===== src/rtl/riscv_pkg.sv =====
// Shared types and encodings for the multicycle RV32I-subset controller.
// Opcodes, ALU operation codes and the FSM state enum live here.
package riscv_pkg;

  typedef enum logic [3:0] {
    FETCH,
    DECODE,
    MEMADR,
    MEMREAD,
    MEMWB,
    MEMWRITE,
    EXECR,
    EXECI,
    ALUWB,
    BEQ,
    JAL
  } statetype;

  localparam logic [6:0] OP_LW  = 7'b0000011;
  localparam logic [6:0] OP_SW  = 7'b0100011;
  localparam logic [6:0] OP_R   = 7'b0110011;
  localparam logic [6:0] OP_I   = 7'b0010011;
  localparam logic [6:0] OP_BEQ = 7'b1100011;
  localparam logic [6:0] OP_JAL = 7'b1101111;

  localparam logic [2:0] ALU_ADD = 3'b000;
  localparam logic [2:0] ALU_SUB = 3'b001;
  localparam logic [2:0] ALU_AND = 3'b010;
  localparam logic [2:0] ALU_OR  = 3'b011;
  localparam logic [2:0] ALU_SLT = 3'b101;

endpackage


===== src/rtl/alu_decoder.sv =====
// Maps ALUOp plus instruction fields to an ALU operation code.
// Purely combinational so it can be shared with a single-cycle controller.
module alu_decoder
  import riscv_pkg::*;
(
  input  logic [1:0] alu_op,
  input  logic [2:0] funct3,
  input  logic       op_b5,
  input  logic       funct7b5,
  output logic [2:0] alu_control
);

  always_comb begin
    alu_control = ALU_ADD;
    case (alu_op)
      2'b01: alu_control = ALU_SUB;
      2'b10: begin
        case (funct3)
          3'b000:  alu_control = (op_b5 & funct7b5) ? ALU_SUB : ALU_ADD;
          3'b010:  alu_control = ALU_SLT;
          3'b110:  alu_control = ALU_OR;
          3'b111:  alu_control = ALU_AND;
          default: alu_control = ALU_ADD;
        endcase
      end
      default: alu_control = ALU_ADD;
    endcase
  end

endmodule


===== src/rtl/multicycle_controller.sv =====
// Control FSM for a multicycle RV32I-subset datapath with a memory-ready
// handshake and a retired-instruction counter.
//
// state    | meaning
// FETCH    | read instruction at PC, PC+4 -> PC when memory ready
// DECODE   | read registers, compute branch target OldPC+imm
// MEMADR   | compute load/store address rs1+imm
// MEMREAD  | load access, wait for memory ready
// MEMWB    | write loaded data to rd
// MEMWRITE | store access, wait for memory ready
// EXECR    | R-type ALU operation
// EXECI    | I-type ALU operation
// ALUWB    | write ALUOut to rd
// BEQ      | compare rs1/rs2, take branch on Zero
// JAL      | PC <- target, compute OldPC+4 link value
module multicycle_controller
  import riscv_pkg::*;
#(
  parameter int CNT_W = 32
) (
  input  logic             clk,
  input  logic             rst,
  input  logic [6:0]       op,
  input  logic [2:0]       funct3,
  input  logic             funct7b5,
  input  logic             Zero,
  input  logic             mem_ready,
  output logic             PCWrite,
  output logic             AdrSrc,
  output logic             MemWrite,
  output logic             IRWrite,
  output logic [1:0]       ResultSrc,
  output logic [1:0]       ALUSrcA,
  output logic [1:0]       ALUSrcB,
  output logic             RegWrite,
  output logic [1:0]       ImmSrc,
  output logic [2:0]       ALUControl,
  output logic             illegal,
  output logic [CNT_W-1:0] instret
);

  statetype   state, state_next;
  logic [1:0] alu_op;
  logic       pc_write_raw, ir_write_raw, reg_write_raw, mem_write_raw, illegal_raw;
  logic       retire;

  always_ff @(posedge clk or negedge rst) begin
    if (!rst) begin
      state   <= FETCH;
      instret <= '0;
    end else begin
      state <= state_next;
      if (retire) instret <= instret + 1'b1;
    end
  end

  always_comb begin
    state_next    = state;
    AdrSrc        = 1'b0;
    ResultSrc     = 2'b00;
    ALUSrcA       = 2'b00;
    ALUSrcB       = 2'b00;
    alu_op        = 2'b00;
    pc_write_raw  = 1'b0;
    ir_write_raw  = 1'b0;
    reg_write_raw = 1'b0;
    mem_write_raw = 1'b0;
    illegal_raw   = 1'b0;
    retire        = 1'b0;
    case (state)
      FETCH: begin
        ALUSrcB      = 2'b10;
        ResultSrc    = 2'b10;
        pc_write_raw = mem_ready;
        ir_write_raw = mem_ready;
        if (mem_ready) state_next = DECODE;
      end
      DECODE: begin
        ALUSrcA = 2'b01;
        ALUSrcB = 2'b01;
        case (op)
          OP_LW, OP_SW: state_next = MEMADR;
          OP_R:         state_next = EXECR;
          OP_I:         state_next = EXECI;
          OP_BEQ:       state_next = BEQ;
          OP_JAL:       state_next = JAL;
          default: begin
            state_next  = FETCH;
            illegal_raw = 1'b1;
          end
        endcase
      end
      MEMADR: begin
        ALUSrcA    = 2'b10;
        ALUSrcB    = 2'b01;
        state_next = op[5] ? MEMWRITE : MEMREAD;
      end
      MEMREAD: begin
        AdrSrc = 1'b1;
        if (mem_ready) state_next = MEMWB;
      end
      MEMWB: begin
        ResultSrc     = 2'b01;
        reg_write_raw = 1'b1;
        retire        = 1'b1;
        state_next    = FETCH;
      end
      MEMWRITE: begin
        AdrSrc        = 1'b1;
        mem_write_raw = 1'b1;
        if (mem_ready) begin
          retire     = 1'b1;
          state_next = FETCH;
        end
      end
      EXECR: begin
        ALUSrcA    = 2'b10;
        alu_op     = 2'b10;
        state_next = ALUWB;
      end
      EXECI: begin
        ALUSrcA    = 2'b10;
        ALUSrcB    = 2'b01;
        alu_op     = 2'b10;
        state_next = ALUWB;
      end
      ALUWB: begin
        reg_write_raw = 1'b1;
        retire        = 1'b1;
        state_next    = FETCH;
      end
      BEQ: begin
        ALUSrcA      = 2'b10;
        alu_op       = 2'b01;
        pc_write_raw = Zero;
        retire       = 1'b1;
        state_next   = FETCH;
      end
      JAL: begin
        ALUSrcA      = 2'b01;
        ALUSrcB      = 2'b10;
        pc_write_raw = 1'b1;
        state_next   = ALUWB;
      end
      default: state_next = FETCH;
    endcase
  end

  // Strobes are suppressed while reset is held so a reset mid-access leaves no side effects.
  assign PCWrite  = rst & pc_write_raw;
  assign IRWrite  = rst & ir_write_raw;
  assign RegWrite = rst & reg_write_raw;
  assign MemWrite = rst & mem_write_raw;
  assign illegal  = rst & illegal_raw;

  always_comb begin
    case (op)
      OP_SW:   ImmSrc = 2'b01;
      OP_BEQ:  ImmSrc = 2'b10;
      OP_JAL:  ImmSrc = 2'b11;
      default: ImmSrc = 2'b00;
    endcase
  end

  alu_decoder u_alu_decoder (
    .alu_op      (alu_op),
    .funct3      (funct3),
    .op_b5       (op[5]),
    .funct7b5    (funct7b5),
    .alu_control (ALUControl)
  );

endmodule


===== config.mk =====
export PLATFORM = sky130hd
export DESIGN_NAME = multicycle_controller
export DESIGN_NICKNAME = d
export VERILOG_FILES = /design/src/rtl/riscv_pkg.sv /design/src/rtl/alu_decoder.sv /design/src/rtl/multicycle_controller.sv
export SDC_FILE = /design/constraint.sdc
export NUM_CORES = 1
export LEC_CHECK = 0
export ABC_AREA = 1
export CORE_AREA = 2 2 72 74
export DETAILED_ROUTE_END_ITERATION = 8
export DIE_AREA = 0 0 74 76
export HOLD_SLACK_MARGIN = 0.02
export PLACE_DENSITY = 0.84
export SYNTH_ARGS = -nofsm -noshare
export SYNTH_HDL_FRONTEND = slang
export SYNTH_SLANG_ARGS = --single-unit

===== constraint.sdc =====
create_clock -name clk -period 2.4 [get_ports clk]
set_input_delay 0.48 -clock clk [delete_from_list [all_inputs] [get_ports clk]]
set_output_delay 0.48 -clock clk [all_outputs]
set_load 0.01 [all_outputs]

==> run metrics <==
LEAKAGE 1.60 nW; max-cap check violation count 0; Layout Skew approximately 0.0083 ns; worst max-slew margin expressed relative to the limit 69.0%; maximum number of pins on one net before global-route repair 37; setup repair after global routing missed its margin true; Clock Root Buffer sky130_fd_sc_hd__clkbuf_8; cell type with the largest total area after synthesis sky130_fd_sc_hd__dfrtp_1; final non-filler cell area ~3400 µm²; share of flip-flops with an asynchronous set or reset after synthesis 100%; Sink Count 36; synthesized area per cell approximately 6.3 µm²; register bit total from synthesis 36; height of the die approximately 76 µm; sequential-to-total area share from yosys stat between 30% and 40%; drt first pass iters 4; Period minus WS final between 2 and 2.5 ns; maximum fanout encountered on the critical timing path 4; slew at the pin with the worst max-slew slack 0.463 ns; total of buffers placed on input and output ports 63; number of cells produced by synthesis 398; most numerous cell types in the synthesized netlist 173 x sky130_fd_sc_hd__nand2_1, 56 x sky130_fd_sc_hd__nor2_1, 47 x sky130_fd_sc_hd__inv_1, 36 x sky130_fd_sc_hd__dfrtp_1, 21 x sky130_fd_sc_hd__nand3_1; clk_lat worst skew 0.29 ns; Initial Util 51.1%; DPL Wire Length 4930 µm; number of warnings issued by yosys 0; placeable core area 4910 µm²; fraction of layout instances using a drive strength above 1 8.14%; required time at the worst-slack endpoint 1.92 ns; worst slack after detailed placement -0.266 ns; ANT nets after route 0; Die X-Extent 74 µm; vias 2707; gr ovfl total 0; DRC viols 0; initial drt markers 172; library cells used by synthesis 27; gp weighted congestion 0.941; drt wl/cell 11.6 µm; vias per std cell about 4.9; PnR worst setup slack roughly 0.048 ns; final net count 496; Fmax 0.425 GHz; cell with the most instances after synthesis sky130_fd_sc_hd__nand2_1; Peak supply drop 0.000383 V; Final Max Slew Viols 0; post-synthesis to final-layout area growth 36.5%; initial antenna violation count 0; final non-filler cell total 549; global-route total usage across every layer approximately a quarter; top_reg_cell synth sky130_fd_sc_hd__dfrtp_1; fillers 423; status complete, no violations; CP Capture Type primary output; TritonCTS clock tree done; Setup crit start kind flop; Finished Core Util between 60% and 70%; Final Routed Wirelength roughly 6400 µm; net count of the mapped netlist 416; first-pass GRT wire length 10700 µm; Max clock buf depth 2; number of instances in the placed design between 500 and 600; Die Outline Area 5620 µm²; number of placement rows 26; number of H-tree levels 2; clock slew at reported path FFs 0.07 ns; portion of synthesized cell area occupied by the leading cell type 35.9%; total clock buffers created by CTS 5; dominant cells by area after synthesis sky130_fd_sc_hd__dfrtp_1 36%, sky130_fd_sc_hd__nand2_1 26%, sky130_fd_sc_hd__nor2_1 8.4%, sky130_fd_sc_hd__inv_1 7.0%, sky130_fd_sc_hd__nand3_1 4.2%; final period utilization between 90 and 100%; Hold Buf Count CTS 0; final antenna diode count 0; worst min-delay path category in -> async; power density over the cells 516 nW/µm²; mapped cell area 2510 µm²; final setup violating endpoints 0; number of global-route vias before repair 2412; Placed Instance Area roughly 3300 µm²; count of final hold-check violations 0; number of synthesized flops with an enable pin 0; crit path kind reg -> out; count of boundary I/O pins 64; WP data arrival 1.87 ns
## layout by cell type, fill, tap and decap left out, drive strengths merged, types with 2 or more instances in the layout
cell	n
nor3	6
clkdlybuf4s50	51
xnor2	6
clkbuf	8
buf	17
dfrtp	36
nor4	2
inv	49
xor2	10
dlygate4sd2	6
nand2	173
nand3b	2
dlymetal6s2s	2
o21ai	9
nand4	9
a21oi	2
a31oi	2
nor2	58
nand3	22
ha	3
## cells by family after synthesis
group | count (synthesis) | share of synthesized area [%]
and+or+nand+nor | 273 | 44.3
buffers and inverters | 54 | 9.02
DFF | 36 | 35.9
AOI/OAI and AO/OA | 16 | 3.69
xor gates and xnor gates | 16 | 5.58
adders and majority gates | 3 | 1.50
## metal layers
layer	track usage (%)	part of all wire, %	routed length [µm]
met2	37.8	48	3100
met1	32.3	45	2860
met3	5.56	6.2	395
met4	5.45	0.69	44
met5	0	0	0
## worst paths after layout
path	cells after the start	start	slack [ns]	endpoint
worst max-delay path	5	state[1]	0.05	RegWrite
worst min-delay path	2	rst	0.25	instret[3]
min in group clk	1	instret[5]	0.52	instret[5]
worst min register to register	1	instret[5]	0.52	instret[5]
max in group asynchronous	2	rst	1.84	instret[22]
worst max register to register	8	instret[0]	0.65	instret[18]
## where the power goes
part / internal [mW] / switching [mW] / total (mW)
registers: 0.643 / 0.0464 / 0.690
logic: 0.252 / 0.298 / 0.550
clock network: 0.308 / 0.219 / 0.527
total: 1.20 / 0.563 / 1.77
## timing repair
action | in CTS | in global routing
resized for setup | 16 | 10
setup endpoints to repair | 9 | 7
setup buffers | 0 | 1
pin swaps | 0 | 1
## final cells by class
| cell class | instances | area, µm² | share of cell area, % |
|---|---|---|---|
| Clock buffer | 6 | 72.6 | 2.12 |
| Clock inverter | 2 | 35.0 | 1.02 |
| Inverter | 49 | 184 | 5.37 |
| Multi-Input combinational cell | 308 | 1410 | 41.3 |
| Sequential cell | 36 | 901 | 26.3 |
| Tap cell | 70 | 87.6 | 2.56 |
| Timing Repair Buffer | 78 | 733 | 21.4 |
## worst max-delay path, cell delays in order, from the launching register on
cell,delay (ns)
sky130_fd_sc_hd__dfrtp_1,0.43
sky130_fd_sc_hd__buf_4,0.16
sky130_fd_sc_hd__nor2_2,0.16
sky130_fd_sc_hd__nand2_1,0.13
sky130_fd_sc_hd__a21oi_1,0.15
sky130_fd_sc_hd__clkdlybuf4s50_1,0.56
## through the flow
stage	setup TNS (ns)	hold WS [ns]	power [mW]
2_1_floorplan	0	0.184	0.967
3_3_place_gp	-0.289	0.512	1.26
3_5_place_dp	-0.523	0.518	1.26
4_1_cts	0	0.269	1.78
5_1_grt	-0.0146	0.299	1.86
6_report	0	0.253	1.77
## sequential cells by signal, summed over array words and instances, names as in the netlist
register	flops
instret	32
state	4
Note: power is estimated with default switching activity, not from simulation.
